<file path="src/rtl/srff_access_arbiter.sv">
// srff_access_arbiter
//   Shares one SR flip-flop between N_REQ client FSMs. Requests are granted one at a
//   time in round-robin order. Each grant runs IDLE -> ISSUE -> ACK -> IDLE:
//   - ISSUE carries a single-cycle S or R pulse, and only when Q differs from the
//     requested value.
//   - ACK pulses ack for the winner, and err latches if the read-back Q is still wrong.
//
// Ports
//   clk        system clock, all logic on posedge
//   rst_n      synchronous active-low reset
//   req        per-client request, held until ack
//   op         per-client operation (1 = set, 0 = clear), captured at grant
//   q_in       Q fed back from the SRFF
//   S, R       registered set / reset pulses, mutually exclusive
//   ack        one-hot, one-cycle completion pulse to the granted client
//   grant_id   index of the current or last winner
//   busy       high whenever the FSM is not in IDLE
//   pulse_cnt  count of S/R pulses issued, saturating at all-ones
//   err        sticky read-back mismatch flag, cleared only by reset
module srff_access_arbiter #(
    parameter int N_REQ = 4,
    parameter int CNT_W = 8
) (
    input  logic                     clk,
    input  logic                     rst_n,
    input  logic [N_REQ-1:0]         req,
    input  logic [N_REQ-1:0]         op,
    input  logic                     q_in,
    output logic                     S,
    output logic                     R,
    output logic [N_REQ-1:0]         ack,
    output logic [$clog2(N_REQ)-1:0] grant_id,
    output logic                     busy,
    output logic [CNT_W-1:0]         pulse_cnt,
    output logic                     err
);

    localparam int ID_W = $clog2(N_REQ);

    typedef enum logic [1:0] {
        IDLE  = 2'd0,
        ISSUE = 2'd1,
        ACK   = 2'd2
    } state_t;

    state_t          state;
    logic [ID_W-1:0] rr_ptr;
    logic [ID_W-1:0] win;
    logic [ID_W-1:0] win_nxt;
    logic            win_op;
    logic            need_pulse;
    logic            op_l;

    // First requesting client at or after the pointer, wrapping modulo N_REQ.
    function automatic logic [ID_W-1:0] pick(input logic [N_REQ-1:0] r,
                                             input logic [ID_W-1:0]  p);
        logic [ID_W-1:0] idx;
        logic [ID_W-1:0] w;
        logic            found;
        idx   = p;
        w     = p;
        found = 1'b0;
        for (int k = 0; k < N_REQ; k++) begin
            if (!found && r[idx]) begin
                w     = idx;
                found = 1'b1;
            end
            idx = (idx == ID_W'(N_REQ - 1)) ? '0 : idx + 1'b1;
        end
        return w;
    endfunction

    // Saturating increment: the counter sticks at all-ones instead of wrapping.
    function automatic logic [CNT_W-1:0] sat_inc(input logic [CNT_W-1:0] c);
        return (&c) ? c : c + 1'b1;
    endfunction

    always_comb begin
        win        = pick(req, rr_ptr);
        win_op     = op[win];
        need_pulse = (q_in != win_op);
        win_nxt    = (win == ID_W'(N_REQ - 1)) ? '0 : win + 1'b1;
    end

    assign busy = (state != IDLE);

    // S/R are registered, so the pulse value is decided on the grant edge
    // and appears on the outputs for exactly the ISSUE cycle.
    always_ff @(posedge clk) begin
        if (!rst_n) begin
            state     <= IDLE;
            S         <= 1'b0;
            R         <= 1'b0;
            ack       <= '0;
            grant_id  <= '0;
            rr_ptr    <= '0;
            pulse_cnt <= '0;
            err       <= 1'b0;
        end else begin
            S   <= 1'b0;
            R   <= 1'b0;
            ack <= '0;
            case (state)
                IDLE: begin
                    if (|req) begin
                        grant_id <= win;
                        rr_ptr   <= win_nxt;
                        S        <= win_op & need_pulse;
                        R        <= ~win_op & need_pulse;
                        if (need_pulse) begin
                            pulse_cnt <= sat_inc(pulse_cnt);
                        end
                        state <= ISSUE;
                    end
                end
                ISSUE: begin
                    ack   <= N_REQ'(1) << grant_id;
                    state <= ACK;
                end
                ACK: begin
                    if (q_in != op_l) begin
                        err <= 1'b1;
                    end
                    state <= IDLE;
                end
                default: state <= IDLE;
            endcase
        end
    end

    // Operation latched at grant; later changes on op are ignored for this grant.
    always_ff @(posedge clk) begin
        if (state == IDLE && (|req)) begin
            op_l <= win_op;
        end
    end

endmodule
</file>
<file path="config.mk">
export PLATFORM = sky130hd
export DESIGN_NAME = srff_access_arbiter
export DESIGN_NICKNAME = d
export VERILOG_FILES = /design/src/rtl/srff_access_arbiter.sv
export SDC_FILE = /design/constraint.sdc
export NUM_CORES = 1
export LEC_CHECK = 0
export ABC_AREA = 0
export CAP_MARGIN = 20
export CORE_MARGIN = 4
export CORE_UTILIZATION = 45
export DETAILED_ROUTE_END_ITERATION = 10
export HOLD_SLACK_MARGIN = 0.1
export PLACE_DENSITY = 0.74
export SLEW_MARGIN = 20
export SYNTH_ARGS = -nofsm -noshare
export SYNTH_HDL_FRONTEND = slang
export SYNTH_SLANG_ARGS = --single-unit
</file>
<file path="constraint.sdc">
create_clock -name clk -period 4.1 [get_ports clk]
set_input_delay 1.23 -clock clk [delete_from_list [all_inputs] [get_ports clk]]
set_output_delay 1.23 -clock clk [all_outputs]
set_load 0.02 [all_outputs]
</file>
==> summary.txt <==
Critical path
  • Worst path slowest cell: mux4_2
  • Worst R2R Start: rr_ptr[0]
  • Cell repeated most along the worst path: nor4_4
  • Max incr delay on CP: 0.55 ns
  • CP arrival: 4.22 ns
  • Setup Crit Path Kind: in -> reg
  • Crit path cell chain: buf_8 > mux4_2 > nor4_4 > buf_4 > nor4_4 > a2111oi_4 > nor4_4 > mux2i_1 > ha_1 > a311o_1 > nor4_2 > xor2_1 > and2_1
  • FF-to-FF setup slack: 0.22 ns
  • Crit path launch: req[2]
  • Reg2Reg Depth: 13
  • FF-to-FF End: pulse_cnt[7]
  • CP Capture Type: flop
  • CP Launch Type: primary input
  • Max FO, Critical Path: 4
  • Crit path to: pulse_cnt[7]
  • Top delay family on crit path: simple AND/OR/NAND/NOR gates
  • Stages on worst setup path: 13
  • Worst path required time: 4.31 ns
  • Buf/Inv on CP: 2

Finish
  • Synthesis-to-finish area growth: 47.69%
  • Diodes inserted: 0
  • Layout cells sized above 1: 0.2621
  • Fill count: 248
  • Final #Nets: 223
  • Area of the multi-input gates: 997.2 um^2
  • Storage cell area: 450.4 um^2
  • Non-filler cells, final: 250

Power and ir drop
  • VDD IR max: 0.2761 mV
  • Pint: 0.7722 mW
  • Switching power: between 0.4 and 0.5 mW
  • Combinational Power Share: 0.652
  • P per Cell Area: ~610 nW/um^2
  • Leakage power: 0.8093 nW
  • Clock power share: 0.129
  • Sequential share of power: 0.220
  • Sw Share: 0.3893
  • Total power: between 1 and 1.5 mW

Floorplanning
  • Die area: 4084 um^2
  • Die width: 63.91 um
  • Initial Util: 0.4645
  • Die span in y: 63.91 um
  • Boundary Pins: 29
  • # rows: 20
  • CORE AREA: 3028 um^2

STA
  • PnR worst setup slack: 0.09220 ns
  • Final Slew Violations: 0
  • Tmin final: 4.008 ns
  • Fmax: about 250 MHz
  • Fin. Hold Viols: 0
  • Slew @ Worst Pin: approximately 0.52 ns
  • Fin crit share: 0.9775
  • Slew HR: 0.6505
  • Clock skew: 0.006733 ns
  • TNS Setup: 0 ns
  • Setup violations, final: 0
  • WHS: around 0.48 ns
  • RSZ-0062 raised after global routing: true

Global routing
  • GRT Util Overall: 0.1790
  • Largest net degree at the start of global routing: 23
  • Vias in the first global route: 1365
  • Total congestion overflow: 0
  • Initial antenna violation count: 0
  • First-pass GRT wire length: 5961 um

Placement
  • GPL Wtd Cong: 0.8692
  • Pre-CTS setup slack: -0.5865 ns
  • Post-DP HPWL: 2425 um
  • Placed cells: 236
  • # port buffers: 28

Min path
  • Hold Path Class: reg -> reg

Logic synthesis
  • Top_reg_cell synth: dfxtp_1
  • Post-synthesis sequential area ratio: 0.3203
  • Synth unique cells: 50
  • Avg Inst Size Synth: around 9.0 um^2
  • YS warnings: 0
  • Synth Register Bits: 22
  • Mapped cell area: roughly 1400 um^2
  • Synth Net Count: 173
  • Post-synth EDFFs: 1
  • Syn Inst Count: 157
  • Post-synth ARST share: 0

Routing
  • DR iter-0 viols: 102
  • Max Used Layer: met4
  • Routed wire length: 3667 um
  • Met2 wire len: around 1900 um
  • First-pass iteration count of the detailed router: 5
  • Antenna-violating nets left: 0
  • Post-DR vias/cell: 5.480
  • Residual DRC count: 0
  • Met3 routed WL: 118 um
  • DR vias: between 1000 and 1500
  • Average routed wire per standard cell: 14.67 um
  • Met1 wire length: 1604 um

Clock tree
  • Htree depth: 1
  • CTS tree: done
  • Num CTS Buffers: 3
  • CTS Buffer Depth: 2
  • Root Buffer Master: clkbuf_4
  • Worst-path clk slew: ~0.12 ns
  • Hold buffers post-CTS: 0
  • Clock Sinks: 22
  • Worst-skew pair later-pin latency: ~0.31 ns

Flow run
  • Maxcap violations: 0

Outcome
  • Run status: finished clean
[stage by stage]
stage          area (um^2)  utilization
2_1_floorplan         1413            -
3_3_place_gp          1813       0.5988
3_5_place_dp          1813       0.5988
4_1_cts               1918       0.6335
5_1_grt               2077       0.6860
6_report              2077       0.6860
[flip-flops by register name, summed over array words and instances (netlist names)]
name,count
pulse_cnt,8
ack,4
S,1
R,1
grant_id,2
op_l,1
state,2
rr_ptr,2
err,1
[worst min path at each step]
stage,from,end,slack (ns),cells past startpoint
floorplan,grant_id[0],ack[2],0.53,1
global route,err,err,0.53,1
global placement,err,err,0.45,1
detailed placement,err,err,0.45,1
finish,err,err,0.48,1
CTS,err,err,0.48,1
[logic make-up (layout without fill, tap and decap cells)]
logic type                 count (synthesis)  after routing  synth area share
DFF                                       22             22            0.3203
xor gates and xnor gates                   7              7           0.04360
AOI/OAI and AO/OA                         33             33            0.1699
adders and majority gates                  5              5           0.04448
buffers and inverters                     16             65           0.05516
and+or+nand+nor                           64             64            0.2669
muxes                                     10             10           0.09964
[worst register-to-register path: stages, from the launching register on]
cell,delay (ns)
dfxtp_1,0.33
ha_1,0.48
mux4_2,0.65
nor4_4,0.29
buf_4,0.18
nor4_4,0.07
a2111oi_4,0.36
nor4_4,0.08
mux2i_1,0.22
ha_1,0.29
a311o_1,0.33
nor4_2,0.25
xor2_1,0.10
and2_1,0.16
[per-layer routing]
layer | vias to the layer above | GRT usage
met5 | - | 0
met1 | 647 | 0.2236
met3 | 8 | 0.04042
met4 | 0 | 0.07817
li1 | 679 | -
met2 | 36 | 0.2929
[timing repair]
action / 4_1_cts / 5_1_grt
resized for setup: 26 / 20
endpoints found under the setup margin: 8 / 4
setup buffers: 3 / 7
pin swaps: 12 / 13
[placed cells by master (no fill, tap or decap), types with 3 or more instances in the layout]
cell type	n
nor4_2	3
clkbuf_4	3
and2_1	7
o32ai_1	3
dfxtp_1	21
o21ai_0	6
o21a_1	3
nor2_1	7
nor4_4	3
xnor2_1	5
buf_4	22
mux2i_1	4
clkdlybuf4s50_1	24
nand2_1	16
nor3b_1	3
mux4_2	3
buf_6	5
a21oi_1	5
and3_1	5
ha_1	5
inv_1	7
[power by group through the flow]
| stage | combinational (mW) | clock, mW | sequential, mW |
|---|---|---|---|
| floorplan | 0.399 | 0 | 0.308 |
| global placement | 0.592 | 0 | 0.281 |
| detailed placement | 0.607 | 0 | 0.283 |
| CTS | 0.675 | 0.168 | 0.278 |
| global route | 0.895 | 0.181 | 0.284 |
| finish | 0.824 | 0.163 | 0.278 |
[final cells by class]
cell class | instances | share of cell area
tap | 44 | 0.02651
multi-input combinational | 119 | 0.4801
clock buffer | 3 | 0.01084
clock inverter | 1 | 0.01446
sequential | 22 | 0.2169
timing repair buffer | 53 | 0.2367
inverter | 8 | 0.01446
[cell usage after synthesis (2+ instances only)]
cell type | instances | area share
nor2_1 | 7 | 0.019
nor3b_1 | 3 | 0.016
buf_6 | 2 | 0.016
o32ai_1 | 3 | 0.019
nand3_1 | 2 | 0.0071
or3_1 | 2 | 0.0089
mux2_2 | 2 | 0.016
and2_1 | 7 | 0.031
mux2i_1 | 5 | 0.036
or2_1 | 2 | 0.0089
inv_1 | 7 | 0.019
nor2b_1 | 2 | 0.0089
o21ai_0 | 6 | 0.021
xor2_1 | 2 | 0.012
nor3_1 | 2 | 0.0071
mux4_2 | 3 | 0.048
o21a_1 | 3 | 0.016
clkbuf_1 | 4 | 0.011
and3_1 | 7 | 0.031
a32oi_1 | 2 | 0.012
buf_2 | 2 | 0.0071
nor4_1 | 5 | 0.022
dfxtp_1 | 21 | 0.30
ha_1 | 5 | 0.044
a2111oi_0 | 2 | 0.012
nand2_1 | 16 | 0.043
a21oi_1 | 5 | 0.018
xnor2_1 | 5 | 0.031
nor3_2 | 2 | 0.014
Power figures use the tool's default switching activity.
